[src/rtl/adder_sub_recover.sv]
// Recovers b = sum - a from a registered sum and one operand, CHUNK_WIDTH bits per cycle.
// Define ADDER_SUB_ONESHOT_EN to replace the chunked loop with one full-width subtraction.
module adder_sub_recover #(
   parameter int ADDER_WIDTH = 117,
   parameter int CHUNK_WIDTH = 32
) (
   input  logic                   clk,
   input  logic                   reset_n,
   input  logic                   in_valid,
   output logic                   in_ready,
   input  logic [ADDER_WIDTH:0]   sum,
   input  logic [ADDER_WIDTH-1:0] a,
   output logic                   out_valid,
   input  logic                   out_ready,
   output logic [ADDER_WIDTH-1:0] b,
   output logic                   range_err
);

   localparam int SW     = ADDER_WIDTH + 1;
   localparam int NCHUNK = (SW + CHUNK_WIDTH - 1) / CHUNK_WIDTH;
   localparam int PW     = NCHUNK * CHUNK_WIDTH;
   localparam int IDXW   = (NCHUNK > 1) ? $clog2(NCHUNK) : 1;

   // Handshake: a transfer happens on a rising edge where valid && ready;
   // in_ready/out_valid depend on state only, never on the partner's signal.
   typedef enum logic [1:0] {IDLE = 2'd0, CALC = 2'd1, DONE = 2'd2} state_t;

   state_t state;
   state_t state_nx;
   logic   accept;
   logic   calc_last;

   assign accept = in_valid && in_ready;

   always_ff @(posedge clk) begin
      if (!reset_n) state <= IDLE;
      else          state <= state_nx;
   end

   always_comb begin
      state_nx = state;
      case (state)
         IDLE:    if (accept) state_nx = CALC;
         CALC:    if (calc_last) state_nx = DONE;
         DONE:    if (out_ready) state_nx = IDLE;
         default: state_nx = IDLE;
      endcase
   end

   always_comb begin
      in_ready  = 1'b0;
      out_valid = 1'b0;
      case (state)
         IDLE:    in_ready  = 1'b1;
         DONE:    out_valid = 1'b1;
         default: ;
      endcase
   end

`ifdef ADDER_SUB_ONESHOT_EN
   logic [SW-1:0] s_reg;
   logic [SW-1:0] a_reg;
   logic [SW:0]   full_diff;

   assign full_diff = {1'b0, s_reg} - {1'b0, a_reg};
   assign calc_last = 1'b1;

   always_ff @(posedge clk) begin
      if (!reset_n) begin
         s_reg <= '0;
         a_reg <= '0;
      end else if (accept) begin
         s_reg <= sum;
         a_reg <= {1'b0, a};
      end
   end

   always_ff @(posedge clk) begin
      if (!reset_n) begin
         b         <= '0;
         range_err <= 1'b0;
      end else if (state == CALC) begin
         b         <= full_diff[ADDER_WIDTH-1:0];
         range_err <= full_diff[SW] | full_diff[ADDER_WIDTH];
      end
   end
`else
   // Operands shift right one chunk per cycle; the difference shifts in from the top,
   // so after NCHUNK cycles chunk 0 lands at bit 0 without any variable indexing.
   logic [PW-1:0]          s_sh;
   logic [PW-1:0]          a_sh;
   logic [PW-1:0]          res_sh;
   logic [PW-1:0]          res_nx;
   logic [CHUNK_WIDTH:0]   chunk_d;
   logic [IDXW-1:0]        idx;
   logic                   borrow;

   assign chunk_d   = {1'b0, s_sh[CHUNK_WIDTH-1:0]} - {1'b0, a_sh[CHUNK_WIDTH-1:0]}
                      - (CHUNK_WIDTH+1)'(borrow);
   assign res_nx    = (res_sh >> CHUNK_WIDTH) | (PW'(chunk_d[CHUNK_WIDTH-1:0]) << (PW - CHUNK_WIDTH));
   assign calc_last = (idx == IDXW'(NCHUNK - 1));

   // Zero padding above bit ADDER_WIDTH propagates the top borrow to the chunk borrow-out.
   always_ff @(posedge clk) begin
      if (!reset_n) begin
         s_sh   <= '0;
         a_sh   <= '0;
         res_sh <= '0;
         idx    <= '0;
         borrow <= 1'b0;
      end else if (accept) begin
         s_sh   <= PW'(sum);
         a_sh   <= PW'(a);
         idx    <= '0;
         borrow <= 1'b0;
      end else if (state == CALC) begin
         s_sh   <= s_sh >> CHUNK_WIDTH;
         a_sh   <= a_sh >> CHUNK_WIDTH;
         res_sh <= res_nx;
         borrow <= chunk_d[CHUNK_WIDTH];
         idx    <= idx + IDXW'(1);
      end
   end

   always_ff @(posedge clk) begin
      if (!reset_n) begin
         b         <= '0;
         range_err <= 1'b0;
      end else if (state == CALC && calc_last) begin
         b         <= res_nx[ADDER_WIDTH-1:0];
         range_err <= chunk_d[CHUNK_WIDTH] | res_nx[ADDER_WIDTH];
      end
   end
`endif

endmodule

[config.mk]
export PLATFORM = sky130hd
export DESIGN_NAME = adder_sub_recover
export DESIGN_NICKNAME = d
export VERILOG_FILES = /design/src/rtl/adder_sub_recover.sv
export SDC_FILE = /design/constraint.sdc
export NUM_CORES = 1
export LEC_CHECK = 0
export ABC_AREA = 0
export BUFFER_PORTS_ARGS = -buffer_cell sky130_fd_sc_hd__buf_2
export CORE_MARGIN = 2
export CORE_UTILIZATION = 60
export DETAILED_ROUTE_END_ITERATION = 6
export PLACE_DENSITY = 0.86
export SLEW_MARGIN = 20
export SYNTH_ARGS = -nofsm -noshare
export SYNTH_HDL_FRONTEND = slang
export SYNTH_SLANG_ARGS = --single-unit
[constraint.sdc]
create_clock -name clk -period 5.6 [get_ports clk]
set_input_delay 1.4 -clock clk [delete_from_list [all_inputs] [get_ports clk]]
set_output_delay 1.4 -clock clk [all_outputs]
set_load 0.01 [all_outputs]
==> impl_metrics.py <==
metrics = {
    "die": {
        "top_level_ports": 359,
        "die_h_um": 181,
        "dieArea_mm2": 0.0328,
        "start_util_pct": 61.2,
        "core_area_mm2": 0.0307,
        "row_count": 64,
        "die_w_um": 181,
    },
    "clocking": {
        "holdBufCountCts": 0,
        "clock_latency_ns": 0.56,
        "root_buffer": "clkbuf_16",
        "post_cts_buffers": 0,
        "clkTransAtPathRegs_ns": 0.06,
        "ctsHtreeMaxLevel": 2,
        "ctsResizeCount": 0,
        "cts-buffers-inserted": 46,
        "cts_sinks": 454,
        "tritoncts": "yes",
        "clockBufferDepth": 3,
    },
    "routing": {
        "vias_per_cell": 5.83,
        "drtAntennaViolNets": 0,
        "drtPass1Iterations": 7,
        "drc": 0,
        "drt_wl_total_um": 52800,
        "wl_per_cell_um": 17.5,
        "vias": 17600,
        "drt_iter0_drc": 1731,
    },
    "critical_path": {
        "cp.required_ns": 6.00,
        "crit_type": "reg2reg",
        "crit_path_frequent_cell": "fa_1",
        "reg2reg_depth": 11,
        "worstReg2RegEnd": "borrow",
        "crit_family": "compound AO/OA/AOI/OAI gates",
        "crit_path_start_kind": "flip-flop",
        "cp_max_fo": 5,
        "arrival_ns": 3.57,
        "slowest_delay_ns": 0.43,
        "r2r_start": "a_sh[0]",
        "worstPathCellList": "inv_1 > fa_1 > fa_1 > nand2b_1 > a2111oi_4 > o21ai_2 > a21o_1 > a211o_1 > a31oi_1 > xnor2_1 > o32ai_1",
        "crit_buf_inv": 1,
        "end_kind": "flip-flop",
        "r2r_slack_ns": 2.43,
        "cp_slowest_cell": "fa_1",
    },
    "cells_and_area": {
        "fin_area_mm2": 0.0221,
        "layout.nets": 2892,
        "area_delta_synth_final_pct": 17.3,
        "drive_gt1_share_pct": 17.7,
        "n_fill_cell": 2387,
    },
    "logic_synthesis": {
        "synth_fp_nets": 2655,
        "ys_ff_latch": 454,
        "synth_top_area_share_pct": 48.3,
        "syn_inst": 2351,
        "synth-async-reset-ratio_pct": 0,
        "synth_top_area_cell": "dfxtp_1",
        "yosysSeqAreaShare_pct": 48.3,
        "synth_flop_cell": "dfxtp_1",
        "synth.distinct_cells": 67,
        "yosys_warnings": 0,
        "synth_edf_count": 0,
        "synth_area_per_cell_um2": 8.00,
        "ys_top_cells_by_area": "dfxtp_1 (48%), nand2_1 (13%), a21oi_1 (12%)",
        "netlist_area_mm2": 0.0188,
    },
    "sta": {
        "fin_setup_tns_ns": 0,
        "slew_headroom_pct": 23.7,
        "fmax_ghz": 0.315,
        "setup_viol": 0,
        "fin_crit_ns": 3.17,
        "min_period_over_period_pct": 56.6,
        "worstMarginPinSlew_ns": 1.14,
        "whs_ns": 0.451,
        "rsz0062_at_grt": "no",
        "final-hold-violation-count": 0,
        "maxSlewViolCount": 0,
        "clock_skew_ns": 0.0159,
    },
    "global_routing": {
        "grt_use_total_pct": 30.9,
        "grt_first_pass_wirelength_um": 82800,
        "grt_pass1_vias": 16000,
        "antenna_found_initial": 6,
        "grt_overflow": 0,
        "grt_max_degree": 236,
    },
    "place": {
        "postPlaceCellArea_mm2": 0.0206,
        "routabilityCongestion": 0.915,
        "port_buffers": 358,
        "hpwl_um": 35900,
    },
    "status": {
        "outcome": "finished, final reports clean",
    },
    "hold_path": {
        "worstHoldStart": "b[99]",
        "hold_depth": 2,
        "whs_endpoint": "b[99]",
        "hold_path_class": "reg2reg",
    },
    "power": {
        "leakagePower_nw": 8.90,
        "vdd_drop_max_mv": 0.226,
        "p_comb_share_pct": 16.5,
        "p_int_mw": 5.62,
        "power_frac_clock_pct": 38.6,
        "switching_share_pct": 28.1,
        "seqPwrFrac_pct": 44.9,
        "switchingPower_mw": 2.19,
        "power_density_mw_per_mm2": 354,
    },
    "run": {
        "max-cap-violations": 0,
    },
}
[kinds of logic (layout without fill, tap and decap cells)]
| family | Yosys count | count (layout) | share of synthesized area, % |
|---|---|---|---|
| flops | 454 | 454 | 48.3 |
| compound gates | 722 | 722 | 23.0 |
| simple gates | 802 | 802 | 17.2 |
| xor+xnor | 25 | 25 | 1.16 |
| fa+ha+maj | 65 | 65 | 4.40 |
| other cells | 0 | 5 | 0 |
| buf+inv | 283 | 556 | 5.85 |
[layout make-up]
type / instances / area (µm²) / area share, %
sequential: 454 / 9090 / 41.2
clock inverter: 14 / 168 / 0.760
inverter: 102 / 390 / 1.77
tap: 396 / 495 / 2.25
timing repair buffer: 370 / 1930 / 8.75
clock buffer: 70 / 1330 / 6.03
antenna: 5 / 12.5 / 0.0567
multi-input combinational: 1614 / 8650 / 39.2
[cell usage in the layout, fill, tap and decap left out, types with 8 or more instances in the layout]
master     synthesis  routed
nand2_1          647     646
a21oi_1          463     463
dfxtp_1          454     454
buf_2              2     358
a22oi_1          171     171
inv_1            101     101
nand3_1           81      81
ha_1              63      63
clkbuf_16          0      46
nor2_1            35      34
xnor2_1           20      20
o21ai_0           17      17
clkbuf_1         158      15
a211oi_1          11      11
a21o_1            10      10
clkbuf_8           2       9
clkinv_2           0       8
buf_4              0       8
[routing by layer]
layer	global-route usage (%)	wire length [µm]	vias up
li1	-	-	8482
met1	41.6	21900	8294
met2	50.7	25300	760
met3	5.10	3870	111
met4	10.1	1690	2
met5	0	11	-
[power groups by stage]
stage	Sequential [mW]	Combinational [mW]	Clock, mW
5_1_grt	3.52	1.41	3.18
4_1_cts	3.51	1.27	3.03
2_1_floorplan	3.53	0.906	0
3_5_place_dp	3.58	1.26	0
3_3_place_gp	3.57	1.24	0
6_report	3.51	1.29	3.01
[tightest hold or removal path: stages, from the launching register on]
cell and delay [ns]:
dfxtp_1 0.30, nand2_1 0.05, a21oi_1 0.05
[Yosys cell counts (2+ instances only)]
| master | instances |
|---|---|
| o32ai_1 | 2 |
| a211o_1 | 2 |
| nand2b_1 | 4 |
| nand4b_1 | 6 |
| dfxtp_1 | 454 |
| clkbuf_8 | 2 |
| o21a_1 | 2 |
| a21o_1 | 10 |
| buf_2 | 2 |
| a22oi_1 | 171 |
| nor3_1 | 2 |
| ha_1 | 63 |
| inv_1 | 101 |
| clkbuf_1 | 158 |
| buf_6 | 2 |
| o21bai_1 | 4 |
| o21ai_0 | 17 |
| and2_1 | 5 |
| nand3_1 | 81 |
| a211oi_1 | 11 |
| nor2b_1 | 2 |
| o211ai_1 | 4 |
| a2111oi_4 | 2 |
| nand4_1 | 6 |
| a21oi_1 | 463 |
| and3_1 | 4 |
| nor2_1 | 35 |
| o21ai_1 | 4 |
| a31oi_1 | 4 |
| buf_1 | 17 |
| o31ai_1 | 3 |
| fa_1 | 2 |
| xnor2_1 | 20 |
| xor2_1 | 5 |
| o2111ai_1 | 2 |
| o221ai_1 | 2 |
| nand2_1 | 647 |
[registers in the layout, indices dropped and copies added, names as in the netlist]
signal,cells
s_sh,118
b,117
a_sh,117
borrow,1
idx,2
res_sh,96
state,2
range_err,1
[worst max-delay path by stage]
stage,depth (start not counted),slack (ns),end,start
floorplan,11,2.72,borrow,a_sh[0]
global placement,4,2.37,res_sh[103],reset_n
detailed placement,4,2.32,b[29],reset_n
CTS,11,2.43,borrow,a_sh[0]
global route,11,2.21,b[108],a_sh[0]
finish,11,2.43,borrow,a_sh[0]
[stage by stage]
| step | setup slack, ns | instances | power (mW) | utilization [%] |
|---|---|---|---|---|
| after floorplan | 2.72 | 2351 | 4.44 | - |
| after global placement | 2.37 | 2936 | 4.80 | 66.9 |
| after detailed placement | 2.32 | 2936 | 4.83 | 66.9 |
| after CTS | 2.43 | 3020 | 7.80 | 71.7 |
| after global routing | 2.21 | 3023 | 8.12 | 71.8 |
| final | 2.43 | 3025 | 7.81 | 71.8 |
No activity file was read; power rests on OpenSTA's default activity.
